`config.mk`:
```
export PLATFORM = sky130hd
export DESIGN_NAME = digit_conv_arbiter
export DESIGN_NICKNAME = d
export VERILOG_FILES = /design/src/rtl/digit_conv_pkg.sv /design/src/rtl/digit_conv_arbiter_rr_arbiter.sv /design/src/rtl/digit_conv_arbiter.sv
export SDC_FILE = /design/constraint.sdc
export NUM_CORES = 1
export LEC_CHECK = 0
export CORE_UTILIZATION = 44
export DETAILED_ROUTE_END_ITERATION = 8
export GPL_TIMING_DRIVEN = 0
export PLACE_DENSITY = 0.82
export SYNTH_ARGS = -nofsm -noshare
export SYNTH_HDL_FRONTEND = slang
export SYNTH_SLANG_ARGS = --single-unit
```
`constraint.sdc`:
```
create_clock -name clk -period 2.7 [get_ports clk]
set_clock_uncertainty 0.05 [all_clocks]
set_input_delay 0.54 -clock clk [delete_from_list [all_inputs] [get_ports clk]]
set_output_delay 0.54 -clock clk [all_outputs]
set_load 0.1 [all_outputs]
```
`src/rtl/digit_conv_pkg.sv`:
```
// Shared constants, FSM state type and ASCII helper for the digit converter.
package digit_conv_pkg;

    localparam logic [7:0] ASCII_ZERO    = 8'h30;
    localparam logic [7:0] ASCII_SPACE   = 8'h20;
    localparam logic [6:0] MAX_TWO_DIGIT = 7'd99;

    typedef enum logic [1:0] {
        IDLE,
        DIV,
        DONE
    } state_t;

    // Map a single decimal digit (0..9) to its ASCII character.
    function automatic logic [7:0] ascii_digit(input logic [3:0] d);
        return ASCII_ZERO + {4'b0000, d};
    endfunction

endpackage

```
`src/rtl/digit_conv_arbiter_rr_arbiter.sv`:
```
// Combinational round-robin pick: first set request at or after ptr, wrapping.
// The caller registers the result and advances ptr.
module rr_arbiter #(
    parameter int N_REQ = 3
) (
    input  logic [N_REQ-1:0]         req,
    input  logic [$clog2(N_REQ)-1:0] ptr,
    output logic [N_REQ-1:0]         grant,
    output logic [$clog2(N_REQ)-1:0] idx,
    output logic                     any
);

    localparam int IW = $clog2(N_REQ);

    logic          found;
    logic [IW-1:0] cand;

    // Walk the requesters in priority order starting at ptr; the first hit wins.
    always_comb begin
        grant = '0;
        idx   = '0;
        found = 1'b0;
        cand  = '0;
        for (int k = 0; k < N_REQ; k++) begin
            cand = IW'((int'(ptr) + k) % N_REQ);
            if (!found && req[cand]) begin
                found       = 1'b1;
                grant[cand] = 1'b1;
                idx         = cand;
            end
        end
    end

    assign any = |req;

endmodule

```
`src/rtl/digit_conv_arbiter.sv`:
```
// Shared two-digit integer-to-ASCII converter with round-robin arbitration.
// Conversion is repeated subtraction by 10; values above 99 saturate to "99".
// Build option: define DIGIT_CONV_BLANK_EN to print a space instead of a
// leading zero in the tens position.
module digit_conv_arbiter
    import digit_conv_pkg::*;
#(
    parameter int N_REQ = 3,
    parameter int VAL_W = 8
) (
    input  logic                     clk,
    input  logic                     rst,
    input  logic [N_REQ-1:0]         req,
    input  logic [N_REQ*VAL_W-1:0]   value,
    output logic [N_REQ-1:0]         gnt,
    output logic                     busy,
    output logic                     done,
    output logic [$clog2(N_REQ)-1:0] done_id,
    output logic [7:0]               msd_ascii,
    output logic [7:0]               lsd_ascii
);

    localparam int IW = $clog2(N_REQ);

    state_t        state;
    logic [IW-1:0] ptr;
    logic [IW-1:0] id;
    logic [6:0]    rem;
    logic [3:0]    tens;

    logic [N_REQ-1:0] arb_gnt;
    logic [IW-1:0]    arb_idx;
    logic             arb_any;
    logic [VAL_W-1:0] gval;
    logic [6:0]       clamped;
    logic [IW-1:0]    next_ptr;

    rr_arbiter #(.N_REQ(N_REQ)) u_arb (
        .req   (req),
        .ptr   (ptr),
        .grant (arb_gnt),
        .idx   (arb_idx),
        .any   (arb_any)
    );

    // Winner's value, saturated to two digits, and the pointer past the winner.
    always_comb begin
        gval     = value[int'(arb_idx)*VAL_W +: VAL_W];
        clamped  = (32'(gval) > 32'(MAX_TWO_DIGIT)) ? MAX_TWO_DIGIT : 7'(gval);
        next_ptr = (int'(arb_idx) == N_REQ - 1) ? '0 : arb_idx + 1'b1;
    end

    // Control FSM: grant in IDLE, divide in DIV, publish result on entry to DONE.
    always_ff @(posedge clk) begin
        if (rst) begin
            state     <= IDLE;
            ptr       <= '0;
            id        <= '0;
            rem       <= '0;
            tens      <= '0;
            gnt       <= '0;
            busy      <= 1'b0;
            done      <= 1'b0;
            done_id   <= '0;
            msd_ascii <= ASCII_ZERO;
            lsd_ascii <= ASCII_ZERO;
        end else begin
            gnt  <= '0;
            done <= 1'b0;
            unique case (state)
                IDLE: begin
                    if (arb_any) begin
                        state <= DIV;
                        gnt   <= arb_gnt;
                        busy  <= 1'b1;
                        id    <= arb_idx;
                        rem   <= clamped;
                        tens  <= '0;
                        ptr   <= next_ptr;
                    end
                end
                DIV: begin
                    if (rem >= 7'd10) begin
                        rem  <= rem - 7'd10;
                        tens <= tens + 4'd1;
                    end else begin
                        state     <= DONE;
                        done      <= 1'b1;
                        done_id   <= id;
                        lsd_ascii <= ascii_digit(rem[3:0]);
`ifdef DIGIT_CONV_BLANK_EN
                        msd_ascii <= (tens == 4'd0) ? ASCII_SPACE : ascii_digit(tens);
`else
                        msd_ascii <= ascii_digit(tens);
`endif
                    end
                end
                DONE: begin
                    state <= IDLE;
                    busy  <= 1'b0;
                end
                default: state <= IDLE;
            endcase
        end
    end

endmodule

```
==> summary.txt <==
Synthesis
  • Top-area cell type share of the netlist area: 32.4%
  • Top cells by area, synth: dfxtp_1, mux2i_1, nor2_1, ha_1, a21oi_1
  • Synth unique cells: 60
  • Flops & latches, synth: 32
  • Synth Flop Type: dfxtp_1
  • Post-synth EDFFs: 0
  • Yosys top cell by area: dfxtp_1
  • Sequential cell area fraction in the yosys report: 32.4%
  • Gate Count Post-Synth: 232
  • Syn Area/Cell: 8.52 µm²
  • Share of flip-flops with an asynchronous set or reset: 0%
  • Cell Area, Synth: 0.00198 mm²
  • YS warnings: 0

Setup path
  • Crit path largest cell delay: 560 ps
  • Slowest CP cell: or4_4
  • Critical Path Sink Type: flop
  • Critical path class: reg2reg
  • Crit path max-delay family: compound AO/OA/AOI/OAI gates
  • Peak fanout along the critical path: 5
  • Startpoint types: flop
  • Arr. time, crit path: 2830 ps
  • Critical path, cell by cell: inv_2 -> ha_4 -> mux2i_1 -> mux2_4 -> a21o_1 -> buf_6 -> or4_4 -> a31oi_4 -> o211ai_1 -> a221oi_2
  • CP Data Required Time: 2840 ps
  • Buf/Inv on CP: 2

Clocking
  • Root Buffer: clkbuf_8
  • Clock Latency Late Sink: 280 ps
  • Sink Count: 32
  • CTS clock-pin slew for the worst setup and hold paths: 70 ps
  • Cts hold-fix bufs: 0
  • H-tree depth: 2
  • CTS max path bufs: 2
  • CTS tree: done
  • CTS Buf Count: 5

Final layout
  • Layout area overhead: 40.5%
  • # diodes: 0
  • Fin nets: 334
  • Sequential Area: 648 µm²
  • Multi-input gate area: 0.00123 mm²
  • Share of cells above drive strength 1: 20.7%
  • Filler Cell Count: 363

Timing
  • Worst hold margin: 419 ps
  • Final period util: 99.4%
  • Relative slew slack: 28.1%
  • Slew Viols, Final: 0
  • Unrepaired setup endpoints after global routing: true
  • Tmin final: 2690 ps
  • Fmax: 0.372 GHz
  • Worst slew pin tran: 1070 ps
  • Final Hold Viols: 0
  • Endpoints failing setup: 0

Flow run
  • Max Cap Violations: 0

GRT
  • Initial antenna violation count: 0
  • Largest net degree at the start of global routing: 11
  • Vias in the first global route: 1778
  • Total grt overflow: 0
  • GRT Overall Usage: 20.2%
  • First-pass GRT wire length: 7990 µm

Route
  • Via count: 1930
  • DRC viols: 0
  • Drt first-iter violations: 75
  • Final wirelength: 4870 µm
  • Pre-Repair DR Iteration Count: 4
  • Routed len/inst: 13.8 µm
  • Antenna Nets Post-Route: 0
  • Via density: 5.48

Floorplanning
  • Ports: 52
  • Starting Density: 45.7%
  • Rows: 24
  • Die span in y: 69.0 µm
  • Die ar.: 0.00477 mm²
  • Die width: 69.0 µm
  • Core area: 0.00432 mm²

Worst hold path
  • Hold crit path type: reg2reg

Outcome
  • Status: finished, final reports clean

Placement
  • Gp weighted congestion: 0.859
  • PortBufs: 43
  • DPL Wire Length: 3410 µm

Pwr
  • Pwr/cell area: 1190 mW/mm²
  • Leak: 1.10 nW
  • Worst VDD drop: 0.525 mV
  • PnR Total Power: 3.30 mW
## Yosys cell counts, types with 2 or more instances
master     n
a31oi_1    3
a21oi_1   12
mux2i_1   15
clkbuf_1   5
nand3_1    7
ha_1       6
nand4_1    6
nor3_1     8
o21ai_2    2
xor2_1     2
nor2_1    27
o21ai_0   10
a311oi_1   2
a21o_1     2
buf_2      4
o221a_1    3
o221ai_1   2
a211oi_2   2
dfxtp_1   32
nand2_1   14
nand3b_1   2
o211ai_1   7
nor2b_1    4
inv_1     11
buf_4      8
conb_1     2
## state kept, by name, summed over array words and instances (netlist names)
name / count
busy: 1
done: 1
done_id: 2
gnt: 3
id: 2
lsd_ascii: 4
msd_ascii: 4
ptr: 2
rem: 7
state: 2
tens: 4
## power by group
part           switching (mW)  internal, mW  total, mW
sequential              0.131         0.601      0.731
clock                   0.170         0.273      0.443
combinational            1.24         0.885       2.12
## final timing paths
check / cells after the start / to / slack [ps] / from
max: 10 / rem[2] / 10 / ptr[1]
min: 1 / id[0] / 420 / id[0]
max reg2reg: 10 / rem[2] / 10 / ptr[1]
min reg2reg: 1 / id[0] / 420 / id[0]
## layer usage
| layer | share of wire [%] | global-route usage [%] |
|---|---|---|
| met1 | 45 | 24.8 |
| met2 | 49 | 35.8 |
| met3 | 4.7 | 2.92 |
| met4 | 1.6 | 6.58 |
| met5 | 0 | 0 |
## per-stage QoR
| stage | utilization [%] | cells | setup TNS [ps] | cell area (µm²) | worst slack (ps) |
|---|---|---|---|---|---|
| after floorplan | - | 238 | 0 | 2000 | 95.3 |
| final | 64.2 | 352 | 0 | 2780 | 14.9 |
| after detailed placement | 57.7 | 333 | -2480 | 2490 | -447 |
| after global routing | 64.2 | 352 | -228 | 2780 | -89.9 |
| after global placement | 57.7 | 333 | -2050 | 2490 | -391 |
| after CTS | 61.5 | 343 | 0 | 2660 | 3.22 |
## cell usage in the layout, fill, tap and decap left out, types with 6 or more instances in the layout
master            n
buf_4            19
inv_1             9
nand3_1           6
nand2_1          14
clkdlybuf4s50_1  40
a21oi_1          12
clkbuf_8          6
nor3_1            8
conb_1            8
nand4_1           6
mux2i_1          14
clkbuf_1          6
o211ai_1          7
dfxtp_1          30
nor2_1           27
o21ai_0          10
## repair_timing
| action | in CTS | in global routing |
|---|---|---|
| resized for setup | 16 | 11 |
| endpoints found under the setup margin | 5 | 8 |
| pin swaps | 7 | 14 |
| endpoints found under the hold margin | 0 | 0 |
| buffers inserted | 3 | 9 |
## kinds of logic (layout without fill, tap and decap cells)
logic type,after synthesis,after routing,synth area share (%)
flops,32,32,32.4
simple gates,82,82,21.4
fa+ha+maj,6,6,3.80
xor+xnor,3,3,1.33
other cells,2,8,0.380
buf+inv,32,94,9.68
compound gates,59,59,22.7
mux,16,16,8.35
## cell type report
| type | count | share of cell area (%) |
|---|---|---|
| clock inverter | 2 | 1.26 |
| sequential | 32 | 23.3 |
| inverter | 12 | 1.98 |
| timing repair buffer | 55 | 19.2 |
| multi-input combinational | 174 | 44.4 |
| clock buffer | 6 | 2.61 |
| tap | 52 | 2.34 |
| buffer | 19 | 4.91 |
(Power assumes the default switching activity.)
